<file path="config.mk">
export PLATFORM = sky130hd
export DESIGN_NAME = beer_keg
export DESIGN_NICKNAME = d
export VERILOG_FILES = /design/src/rtl/beer_keg.sv
export SDC_FILE = /design/constraint.sdc
export NUM_CORES = 1
export LEC_CHECK = 0
export ABC_AREA = 0
export CAP_MARGIN = 20
export CORE_MARGIN = 10
export CORE_UTILIZATION = 45
export DETAILED_ROUTE_END_ITERATION = 7
export DONT_BUFFER_PORTS = 1
export GPL_ROUTABILITY_DRIVEN = 1
export SKIP_CTS_REPAIR_TIMING = 1
export SLEW_MARGIN = 10
export SYNTH_ARGS = -nofsm -noshare
export SYNTH_HDL_FRONTEND = slang
export SYNTH_SLANG_ARGS = --single-unit
</file>
<file path="constraint.sdc">
create_clock -name clk -period 2 [get_ports clk]
set_clock_uncertainty 0.05 [all_clocks]
set_input_delay 0.5 -clock clk [delete_from_list [all_inputs] [get_ports clk]]
set_output_delay 0.5 -clock clk [all_outputs]
set_load 0.02 [all_outputs]
</file>
<file path="src/rtl/beer_keg.sv">
// Keg model for the beer dispenser: drains while the tap is open, refills on request.
// Optional sticky dry-tap flag (`dry_pour`) is built when KEG_DRY_POUR_EN is defined.
module beer_keg #(
  parameter int unsigned LEVEL_W       = 4,
  parameter int unsigned FULL_LEVEL    = 15,
  parameter int unsigned POUR_DIV      = 8,
  parameter int unsigned REFILL_CYCLES = 4
) (
  input  logic               clk,
  input  logic               reset,
  input  logic               beer,
  input  logic               refill_req,
  output logic [LEVEL_W-1:0] beer_level,
  output logic               empty,
  output logic               refill_busy,
  output logic [7:0]         pour_count
`ifdef KEG_DRY_POUR_EN
  ,
  output logic               dry_pour
`endif
);

  localparam int unsigned DivW  = (POUR_DIV > 1) ? $clog2(POUR_DIV) : 1;
  localparam int unsigned StepW = (REFILL_CYCLES > 1) ? $clog2(REFILL_CYCLES) : 1;

  localparam logic [LEVEL_W-1:0] FullLvl  = LEVEL_W'(FULL_LEVEL);
  localparam logic [LEVEL_W-1:0] OneLvl   = LEVEL_W'(1);
  localparam logic [DivW-1:0]    DivLast  = DivW'(POUR_DIV - 1);
  localparam logic [StepW-1:0]   StepLast = StepW'(REFILL_CYCLES - 1);

  typedef enum logic [1:0] {StServe, StEmpty, StRefill} state_e;

  state_e             state_q;
  logic [LEVEL_W-1:0] level_q;
  logic               empty_q;
  logic               busy_q;
  logic [7:0]         pours_q;
  logic [DivW-1:0]    div_q;
  logic [StepW-1:0]   step_q;
  logic               beer_prev_q;
`ifdef KEG_DRY_POUR_EN
  logic               dry_q;
`endif

  logic refill_ok;
  logic pour_start;

  assign refill_ok  = (state_q != StRefill) && refill_req && (level_q != FullLvl);
  assign pour_start = (state_q == StServe) && beer && !beer_prev_q;

  always_ff @(posedge clk) begin
    if (reset) begin
      state_q     <= StServe;
      level_q     <= FullLvl;
      empty_q     <= 1'b0;
      busy_q      <= 1'b0;
      pours_q     <= 8'd0;
      div_q       <= '0;
      step_q      <= '0;
      beer_prev_q <= 1'b0;
`ifdef KEG_DRY_POUR_EN
      dry_q       <= 1'b0;
`endif
    end else begin
      beer_prev_q <= beer;
      if (pour_start && (pours_q != 8'hff)) begin
        pours_q <= pours_q + 8'd1;
      end

      if (refill_ok) begin
        // Refill wins over a same-edge tap cycle, which is discarded.
        state_q <= StRefill;
        busy_q  <= 1'b1;
        div_q   <= '0;
        step_q  <= '0;
`ifdef KEG_DRY_POUR_EN
        dry_q   <= 1'b0;
`endif
      end else begin
        case (state_q)
          StServe: begin
            if (beer) begin
              if (div_q == DivLast) begin
                div_q <= '0;
                if (level_q != '0) begin
                  level_q <= level_q - OneLvl;
                end
                if (level_q <= OneLvl) begin
                  state_q <= StEmpty;
                  empty_q <= 1'b1;
                end
              end else begin
                div_q <= div_q + 1'b1;
              end
            end
          end
          StEmpty: begin
`ifdef KEG_DRY_POUR_EN
            if (beer) begin
              dry_q <= 1'b1;
            end
`endif
          end
          StRefill: begin
            if (step_q == StepLast) begin
              step_q  <= '0;
              empty_q <= 1'b0;
              if (level_q != FullLvl) begin
                level_q <= level_q + OneLvl;
              end
              if (level_q >= FullLvl - OneLvl) begin
                state_q <= StServe;
                busy_q  <= 1'b0;
              end
            end else begin
              step_q <= step_q + 1'b1;
            end
          end
          default: state_q <= StServe;
        endcase
      end
    end
  end

  assign beer_level  = level_q;
  assign empty       = empty_q;
  assign refill_busy = busy_q;
  assign pour_count  = pours_q;
`ifdef KEG_DRY_POUR_EN
  assign dry_pour    = dry_q;
`endif

endmodule

</file>
==> results.txt, run 1 <==
The measured slew at the worst slew-check pin came out at 0.4755 ns. The die height came out at 70.36 um. The synthesized flop and latch total came out at 22. The final route contains 956 vias. Fill cells in the final layout number 248. The number of synthesized flops with an enable pin is 0. The post-route setup TNS is 0 ns. The die covers 4950 um2. The instance count of the mapped netlist is 128. The global-route total usage across every layer came out at 0.09352. The number of endpoints failing setup at the final stage is 0. The flow ran to the end, and the final reports show no timing, DRC or antenna violations. The depth of the CTS H-tree came out at 1. The total nets after synthesis came out at 140. The count of routing violations after the opening detailed-route iteration is 93. The power per standard cell area is 716.8 nW/um2. The area taken by flip-flops and latches is 445.4 um2.

The required time of the critical path came out at 2.20 ns. In this run the critical register-to-register path is captured at beer_level[2]. The clock latency at the later pin of the worst-skew pair came out at 0.30 ns.

The maximum number of pins on one net before global-route repair came out at 16. The count of final hold-check violations came out at 0. After the last flow step, the layout net total stands at 150. TritonCTS built the clock tree.

The via count of the first global-routing pass was 907. The share of synthesized registers carrying an async set or reset is 0. The startpoint class of the critical path is a flip-flop.

The footprint of the multi-input gates came out at 659.4 um2. The share of cells above drive strength 1 came out at 0.1544. The number of nets with antenna violations after detailed routing is 0.

The worst IR drop on VDD came out at 0.0003323 V. After synthesis, the mean cell area works out to 8.915 um2. The period utilization is 0.9321. The setup slack of the most critical reg-to-reg path came out at 0.14 ns. The first global-routing pass estimated 3981 um of wire. The number of rows in the core area is 18. The total number of yosys warnings came out at 0.

In this run the worst path has a maximum fanout of 8. The total overflow left after global routing is 0. The mapped netlist covers 1141 um2. The number of buffers added on ports is 0.

In this run, CTS created clock tree buffers numbering 3. The detailed placement HPWL came out at 1875 um. OpenSTA, run right after detailed placement, puts the worst setup slack at 0.07621 ns. The starting density of the core is 0.4648.

The min-delay analysis places its worst path in the category in -> reg. The finished cells cover 1255 um2. The die outline width came out at 70.36 um. For this design the static power due to leakage is 0.0005142 uW.

After clock tree synthesis, the clock-pin slew on the worst setup and hold paths is 0.12 ns. The cell at the root of the clock tree is clkbuf_4. The area growth from synthesis to layout is 9.978%.

The number of different library cells used by synthesis comes to 38. The worst setup path is of the reg -> reg kind. The critical path ends at beer_level[2]. Setup repair after global routing left no endpoint under its margin.

The clock period could shrink to 1.864 ns. In the synthesized netlist the dominant register cell turns out to be dfxtp_1. The number of max-slew violations in the final report is 0.

Static timing analysis puts the maximum clock frequency at 0.5365 GHz. The minimum hold slack is 0.2049 ns. The number of antenna violations at the first check in global routing is 0. The number of antenna diodes in the final layout is 0. The worst register-to-register path begins at beer_level[0]. The per-cell routed wire length came out at 14.51 um. The vias per cell is 5.759.

For the worst flop-to-flop path, the logic depth is 5. The placed standard-cell area is 1225 um2. The total number of clock tree sinks is 22.

The remaining max-slew budget at the tightest pin came out at 0.6825. The number of iterations in the first detailed-routing pass is 4. At the worst endpoint, the arrival time is 2.06 ns.

The sequential share of the synthesized area is 0.3860. Routability-driven placement finished with a final weighted congestion of 0.7969. In this run the deepest clock path goes through 2 buffers. The number of violations of the max-capacitance limit came out at 0.

The total wire length is 2409 um. Measured on the finished design, the core utilization comes to 0.5112. The final worst setup slack came out at 0.1359 ns. STA classifies the critical path endpoint as a flip-flop. The area inside the core boundary came out at 2455 um2. The total DRC errors in the routed layout is 0. Pin placement for this block handled 18 I/O pins.

The critical path starts at beer_level[0].
[kinds of logic after synthesis]
logic type / after synthesis / synth area share
simple gates: 53 / 0.2653
compound gates: 27 / 0.1447
flops: 22 / 0.3860
buf+inv: 9 / 0.04057
fa+ha+maj: 8 / 0.08772
mux: 5 / 0.04496
xor+xnor: 4 / 0.03070
[state kept, by name, indices dropped and copies added (netlist names)]
signal and count:
pour_count 8, beer_level 4, step_q 2, beer_prev_q 1
div_q 3, refill_busy 1, state_q 2, empty 1
[where the power goes]
group	switching, uW	internal (uW)	total [uW]
registers	35.6	468	503
logic	115	88.6	203
clock network	123	70.0	193
total	273	626	900
[worst min-delay path by stage]
| stage | from | endpoint | cells after the start | slack (ns) |
|---|---|---|---|---|
| detailed placement | step_q[1] | step_q[1] | 2 | 0.41 |
| global placement | step_q[1] | step_q[1] | 2 | 0.40 |
| floorplan | step_q[1] | step_q[1] | 2 | 0.39 |
| finish | reset | pour_count[7] | 1 | 0.20 |
| global route | reset | pour_count[5] | 1 | 0.19 |
| CTS | reset | pour_count[7] | 1 | 0.19 |
[cell usage after synthesis (2+ instances only)]
cell,instances,area [um2]
o211ai_1,3,22.52
or4_1,2,15.01
nor2_1,14,52.55
clkbuf_1,2,7.510
nor2b_1,5,31.28
nand2_1,4,15.01
mux2i_1,4,40.04
nor3_1,5,25.02
o21ai_0,6,30.03
nand3_1,7,35.03
ha_1,8,100.1
or3_1,4,25.02
dfxtp_1,22,440.4
a21oi_1,10,50.05
inv_1,4,15.01
xor2_1,4,35.03
nand4_1,2,12.51
nor3b_1,2,15.01
[critical path, cell delays in order (launching register included)]
cell,delay (ns)
dfxtp_4,0.39
ha_1,0.22
and4_1,0.20
or3_4,0.40
or4_1,0.47
nand3_1,0.09
[final cells by class]
type	count	area share
Sequential cell	22	0.3549
Timing Repair Buffer	10	0.05982
Tap cell	30	0.02991
Multi-Input combinational cell	97	0.5254
Clock buffer	3	0.01795
Inverter	4	0.01196
[layer usage]
layer  vias to the layer above  share of wire  track usage  wire, um
li1                        482              -            -         -
met1                       453           0.42      0.09746      1023
met2                        19           0.50       0.1627      1197
met3                         2          0.074      0.03531       179
met4                         0         0.0037      0.03947         9
met5                         -              0            0         0
[cells in the final DEF, fill, tap and decap left out, types with 2 or more instances in the layout]
cell / count
a21oi_1: 10
buf_4: 10
clkbuf_4: 3
dfxtp_1: 20
ha_1: 8
inv_1: 4
mux2i_1: 4
nand2_1: 4
nand3_1: 7
nand4_1: 2
nor2_1: 14
nor2b_1: 5
nor3_1: 5
nor3b_1: 2
o211ai_1: 3
o21ai_0: 6
or3_1: 3
or4_1: 2
xor2_1: 4
[through the flow]
step           total power, uW  instances
2_1_floorplan            661.5        128
3_3_place_gp             704.2        163
3_5_place_dp             714.8        163
4_1_cts                  914.4        166
5_1_grt                  957.0        166
6_report                 899.5        166
(Power assumes the default switching activity.)
==> run 2, diff against run 1 <==
--- a/config.mk
+++ b/config.mk
@@ -12,6 +12,7 @@
 export DETAILED_ROUTE_END_ITERATION = 7
 export DONT_BUFFER_PORTS = 1
 export GPL_ROUTABILITY_DRIVEN = 1
+export SETUP_SLACK_MARGIN = 0.2
 export SKIP_CTS_REPAIR_TIMING = 1
 export SLEW_MARGIN = 10
 export SYNTH_ARGS = -nofsm -noshare
==> run 2 against run 1 <==
Fmax increased by 3.1%. Critical path depth stayed put. Sequential power increased by 4.2%. Flip-flop and latch count is the same. Power grew 9.4%. Critical endpoint unchanged. Largest cell class unchanged.
==> results.txt, run 2 (synthesis gave the netlist of run 1 again) <==
The worst-case clock buffer depth is 2 (unchanged). The number of rows in the core area is 18 (unchanged). The share of cells above drive strength 1 is 0.2574 (+0.1029). STA classifies the critical path endpoint as a flip-flop. The number of flip-flops in the largest register came out at 8 (unchanged).

The cell at the root of the clock tree is clkbuf_4. The die height came to 70.36 um (unchanged). The die outline width is 70.36 um (unchanged). The total clock buffers created by CTS was 3 (unchanged). The number of iterations in the first detailed-routing pass came out at 4 (unchanged). The final RePlAce weighted congestion is 0.8027 (+0.73%). The final non-filler cell total is 166 (unchanged). The number of inserted diodes is 0 (unchanged). The leakage power figure is 0.0005268 uW (+2.5%).

The count of fill cells added during filler insertion came out at 220 (-11%). The wire length of the first global-routing pass is 3864 um (-2.9%). Traced cell by cell, the critical path runs through ha_4, nand3_4, a211o_4, or4_1, nand3_1. The worst IR drop on VDD came to 0.0005463 V (+64%). Leaving out fill and tap cells, the most frequent cell in the layout is dfxtp_1. The remaining max-slew budget at the tightest pin is 0.7480 (+0.06541).

The worst setup path is launched from a flip-flop. The area added between synthesis and finish came out at 18.31%. The top fanout value on the critical path came out at 8 (unchanged).

The post-route setup TNS is 0 ns (unchanged). The cell total after placement came out at 161 (-1.2%). The area enclosed by the die boundary is 4950 um2 (unchanged). The clock transition time at the flip-flop clock pins of the worst setup and hold paths came out at 0.12 ns (about the same). The count of routing violations after the opening detailed-route iteration is 90 (-3.2%). The depth of the CTS H-tree came out at 1 (unchanged). The flow ran to the end, and the final reports show no timing, DRC or antenna violations. The clock latency at the later pin of the worst-skew pair is 0.30 ns (about the same). The minimum hold slack is 0.1877 ns (-0.01721 ns).

The period utilization is 0.9042 (-0.02782). The area inside the core boundary came out at 2455 um2 (unchanged). Leaving out fill and tap cells, the most frequent cells in the layout are dfxtp_1 (15), nor2_1 (14), a21oi_1 (10). The per-cell routed wire length was 14.77 um (+1.8%). The via count of the first global-routing pass came out at 862 (-5.0%).

The total wire length is 2452 um (+1.8%). The number of endpoints failing setup at the final stage was 0 (unchanged). The number of cell instances on the worst register-to-register path came out at 5 (unchanged). The power per standard cell area is 729.0 nW/um2 (+1.7%). The total DRC errors in the routed layout is 0 (unchanged).

The via total after detailed routing is 928 (-2.9%). The leftover overflow at the end of global routing is 0 (unchanged). The area taken by flip-flops and latches came out at 454.2 um2 (+2.0%). The maximum frequency from static timing analysis came to 0.5530 GHz (+3.1%).

The total non-filler cell area in the finished layout is 1350 um2 (+7.6%). The number of buffers added on ports came to 0 (unchanged). The global-route total usage across every layer came out at 0.09075 (-0.002765).

The CTS tree is yes. The vias per cell is 5.590 (-2.9%). The largest individual stage delay along the critical path comes from the cell or4_1. The tightest min-delay check is of the in -> reg type. The count of final hold-check violations came out at 0 (unchanged). The starting density of the core came out at 0.4648 (unchanged).

The number of nets with antenna violations after detailed routing is 0 (unchanged). The hold path depth came out at 1 (unchanged). The minimum period implied by the final worst setup slack came out at 1.808 ns (-0.05563 ns). The footprint of the multi-input gates came out at 734.5 um2 (+11%). The layout net count is 149 (-0.67%). The number of max-slew violations in the final report came to 0 (unchanged). The delay of the slowest cell on the worst path came out at 0.50 ns (+0.03 ns). The number of violations of the max-capacitance limit is 0 (unchanged). The number of antenna violations at the first check in global routing is 0 (unchanged). The total number of clock tree sinks came to 22 (unchanged). The worst endpoint data arrival time came out at 2.01 ns (-0.05 ns). The placed standard-cell area was 1242 um2 (+1.4%). The measured slew at the worst slew-check pin came to 0.3773 ns (-0.09824 ns). The critical path in this run is classified as reg -> reg. Setup repair after global routing could not meet its margin everywhere. The maximum number of pins on one net before global-route repair is 16 (unchanged). The detailed placement HPWL is 1785 um (-4.8%).

The required time of the critical path is 2.20 ns (about the same). The boundary pin count is 18 (unchanged).
[run 2: path summary, 6_finish.rpt]
path	startpoint	to	slack [ns]
max reg2reg	beer_level[0]	beer_level[2]	0.19
min	reset	pour_count[5]	0.19
min reg2reg	step_q[1]	step_q[1]	0.42
max	beer_level[0]	beer_level[2]	0.19
[run 2: metrics by stage]
stage	util	setup WS, ns	power (uW)
2_1_floorplan	-	0.1875	675.0
3_3_place_gp	0.5061	0.1720	704.9
3_5_place_dp	0.5061	0.1434	711.6
4_1_cts	0.5209	0.1069	954.4
5_1_grt	0.5499	0.1406	1044
6_report	0.5499	0.1915	984.2
[run 2: power by group]
part | switching (uW) | internal (uW)
logic | 114 | 101
clock network | 134 | 111
registers | 54.4 | 470
[run 2: area by class of cell]
| cell class | count | area share |
|---|---|---|
| multi-input combinational | 97 | 0.5440 |
| sequential | 22 | 0.3364 |
| timing repair buffer | 9 | 0.05005 |
| tap | 30 | 0.02780 |
| clock buffer | 4 | 0.02688 |
| inverter | 4 | 0.01483 |
[run 2: per-layer routing]
metal	GRT usage	wire, um	vias up	part of all wire
met4	0.02632	9	0	0.0037
met3	0.03672	196	2	0.080
met2	0.1477	1109	17	0.45
met5	0	0	-	0
met1	0.1056	1136	432	0.46
li1	-	-	477	-
[run 2: critical path: cells and delay by family (launching register included)]
kind / cells / cell delay (ns)
adders and majority gates: 1 / 0.18
and+or+nand+nor: 3 / 0.67
DFF: 1 / 0.46
AOI/OAI and AO/OA: 1 / 0.39
==> run 3, diff against run 2 <==
--- a/config.mk
+++ b/config.mk
@@ -14,7 +14,7 @@
 export GPL_ROUTABILITY_DRIVEN = 1
 export SETUP_SLACK_MARGIN = 0.2
 export SKIP_CTS_REPAIR_TIMING = 1
-export SLEW_MARGIN = 10
+export SLEW_MARGIN = 20
 export SYNTH_ARGS = -nofsm -noshare
 export SYNTH_HDL_FRONTEND = slang
 export SYNTH_SLANG_ARGS = --single-unit
==> constraint.sdc (replaced) <==
create_clock -name clk -period 2.34 [get_ports clk]
set_clock_uncertainty 0.05 [all_clocks]
set_input_delay 0.585 -clock clk [delete_from_list [all_inputs] [get_ports clk]]
set_output_delay 0.585 -clock clk [all_outputs]
set_load 0.02 [all_outputs]
==> run 3 against run 2 <==
Worst hold slack improved by 0.093 ns. Global-route usage rose by 0.28 points. Combinational power fell by 31%. First-iteration DRC count rose by 21%. Largest power group unchanged. Critical path type unchanged. Wire length fell by 4.9%.
==> results.txt, run 3 (synthesis gave the netlist of run 1 again) <==
The flow ran to the end, and the final reports show no timing, DRC or antenna violations. The via total after detailed routing is 913 (-1.6%). The top fanout value on the critical path is 8 (unchanged). The area inside the core boundary is 2455 um2 (unchanged).

The worst-case clock buffer depth is 2 (unchanged). The number of antenna violations at the first check in global routing was 0 (unchanged). The sequential fraction of design power is 0.553 (+0.020). The total clock buffers created by CTS came out at 3 (unchanged). The maximum frequency from static timing analysis was 0.5071 GHz (-8.3%). The min-delay analysis places its worst path in the category in -> reg. The depth of the CTS H-tree is 1 (unchanged). The internal power consumption is 558.5 uW (-18%).

The reported net switching power came out at 237.1 uW (-22%). The setup path with the least slack is of type reg -> reg. The leftover overflow at the end of global routing came out at 0 (unchanged). The total wire length was 2331 um (-4.9%). The final RePlAce weighted congestion was 0.7582 (-5.5%).

The number of iterations in the first detailed-routing pass came out at 4 (unchanged). The number of flip-flops in the largest register came to 8 (unchanged). The number of endpoints failing setup at the final stage is 0 (unchanged). The share of cells above drive strength 1 is 0.1069 (-0.1505). The vias per cell was 5.671 (+1.4%). The layout net count came out at 144 (-3.4%). The period utilization is 0.8428 (-0.06144). The worst IR drop on VDD came out at 0.0002891 V (-47%). Leaving out fill and tap cells, the most frequent cells in the layout are dfxtp_1 (21), nor2_1 (14), a21oi_1 (10). The count of routing violations after the opening detailed-route iteration came out at 109 (+21%). The total design power is 795.6 uW (-19%). Setup repair after global routing left no endpoint under its margin. The root buffer cell chosen for the clock tree is clkbuf_4.

The power per standard cell area came out at 654.9 nW/um2 (-10%). The number of inserted diodes is 0 (unchanged). The number of nets with antenna violations after detailed routing came out at 0 (unchanged). The post-route setup TNS is 0 ns (unchanged). The boundary pin count came out at 18 (unchanged). The number of max-slew violations in the final report is 0 (unchanged).

The measured slew at the worst slew-check pin came to 0.4742 ns (+0.09686 ns). The remaining max-slew budget at the tightest pin came out at 0.6835 (-0.06449). The area enclosed by the die boundary came out at 4950 um2 (unchanged). The wire length of the first global-routing pass came out at 4015 um (+3.9%).

The total DRC errors in the routed layout came to 0 (unchanged). The via count of the first global-routing pass is 861 (-0.12%). The maximum number of pins on one net before global-route repair is 16 (unchanged). The portion of total power attributed to the clock network is 0.260 (+0.011). The total number of clock tree sinks is 22 (unchanged). The worst setup path is launched from a flip-flop. The per-cell routed wire length came out at 14.48 um (-2.0%). The die outline width came out at 70.36 um (unchanged). In this run the worst setup path terminates at beer_level[2]. The number of buffers added on ports came out at 0 (unchanged).

The starting density of the core was 0.4648 (unchanged). The minimum period implied by the final worst setup slack is 1.972 ns (+0.1637 ns). The share of total power consumed by net switching came out at 0.2980 (-0.009575).

The startpoint of the most critical register-to-register path is beer_level[0]. The die height came to 70.36 um (unchanged). The leakage power figure was 0.0004935 uW (-6.3%). The number of rows in the core area is 18 (unchanged). The detailed placement HPWL is 1793 um (+0.44%). The most critical setup path has its startpoint at beer_level[0]. The number of violations of the max-capacitance limit came out at 0 (unchanged). The library cell used most frequently in the layout, excluding fill and tap cells, is dfxtp_1. The count of final hold-check violations came to 0 (unchanged). The area added between synthesis and finish came out at 6.470%. The clock latency at the later pin of the worst-skew pair is 0.30 ns (about the same). The endpoint type of the worst setup path is a flip-flop. The clock transition time at the flip-flop clock pins of the worst setup and hold paths is 0.12 ns (about the same).

The number of cell instances on the worst register-to-register path came to 6 (+1). TritonCTS built the clock tree. In this run the critical register-to-register path is captured at beer_level[2]. The required time of the critical path is 2.55 ns (+0.35 ns).

The global-route total usage across every layer was 0.09360 (+0.002845). The combinational power share is 0.187 (-0.032). The worst endpoint data arrival time is 2.18 ns (+0.17 ns).

The setup slack of the most critical reg-to-reg path is 0.37 ns (+0.18 ns).
==> run 3: cell types whose count changed in the layout (fill, tap and decap cells not counted), moves of 2 or more <==
cell | before | now
dfxtp_1 | 15 | 21
buf_4 | 9 | 4
dfxtp_2 | 5 | 1
dfxtp_4 | 2 | 0
ha_1 | 6 | 8
ha_4 | 2 | 0
inv_1 | 2 | 4
inv_4 | 2 | 0
nand3_1 | 5 | 7
or3_4 | 2 | 0
==> run 3: worst max-delay path, cell delays in order (launching register included) <==
cell,delay [ns]
dfxtp_2,0.43
inv_1,0.08
ha_1,0.23
nor4b_1,0.14
or3_1,0.41
or4_1,0.50
nand3_1,0.09
==> run 3: layout make-up <==
cell class | count | area [um2]
inverter | 4 | 15.01
multi-input combinational | 97 | 654.4
clock buffer | 4 | 36.28
sequential | 22 | 441.7
timing repair buffer | 4 | 30.03
fill | 237 | 1240
tap | 30 | 37.54
==> run 3: power groups by stage <==
stage          sequential (uW)  combinational [uW]  clock (uW)
2_1_floorplan              442                 122           0
3_3_place_gp               446                 144           0
3_5_place_dp               447                 149           0
4_1_cts                    439                 149         217
5_1_grt                    446                 166         241
6_report                   440                 149         207
==> run 3: worst min-delay path by stage <==
stage	endpoint	cells after the start	start	slack (ns)
finish	pour_count[5]	1	reset	0.28
global route	pour_count[5]	1	reset	0.24
CTS	pour_count[7]	1	reset	0.26
detailed placement	step_q[1]	2	step_q[1]	0.41
global placement	step_q[1]	2	step_q[1]	0.40
floorplan	step_q[1]	2	step_q[1]	0.39
==> run 3: per-layer routing <==
| metal | share of wire | global-route usage | wire length [um] | up-vias |
|---|---|---|---|---|
| met3 | 0.087 | 0.04237 | 202 | 2 |
| met4 | 0.0039 | 0.02632 | 9 | 0 |
| met5 | 0 | 0 | 0 | - |
| met2 | 0.46 | 0.1487 | 1070 | 22 |
| met1 | 0.45 | 0.1096 | 1049 | 420 |
| li1 | - | - | - | 469 |
==> run 3: through the flow <==
step / hold WS (ns) / cell area (um2) / util / setup WS (ns) / std cells
floorplan: 0.3900 / 1141 / - / 0.2935 / 128
finish: 0.2811 / 1215 / 0.4949 / 0.3679 / 161
CTS: 0.2643 / 1214 / 0.4944 / 0.2732 / 161
global route: 0.2435 / 1215 / 0.4949 / 0.2402 / 161
detailed placement: 0.4083 / 1177 / 0.4796 / 0.3099 / 157
global placement: 0.3967 / 1177 / 0.4796 / 0.4166 / 157
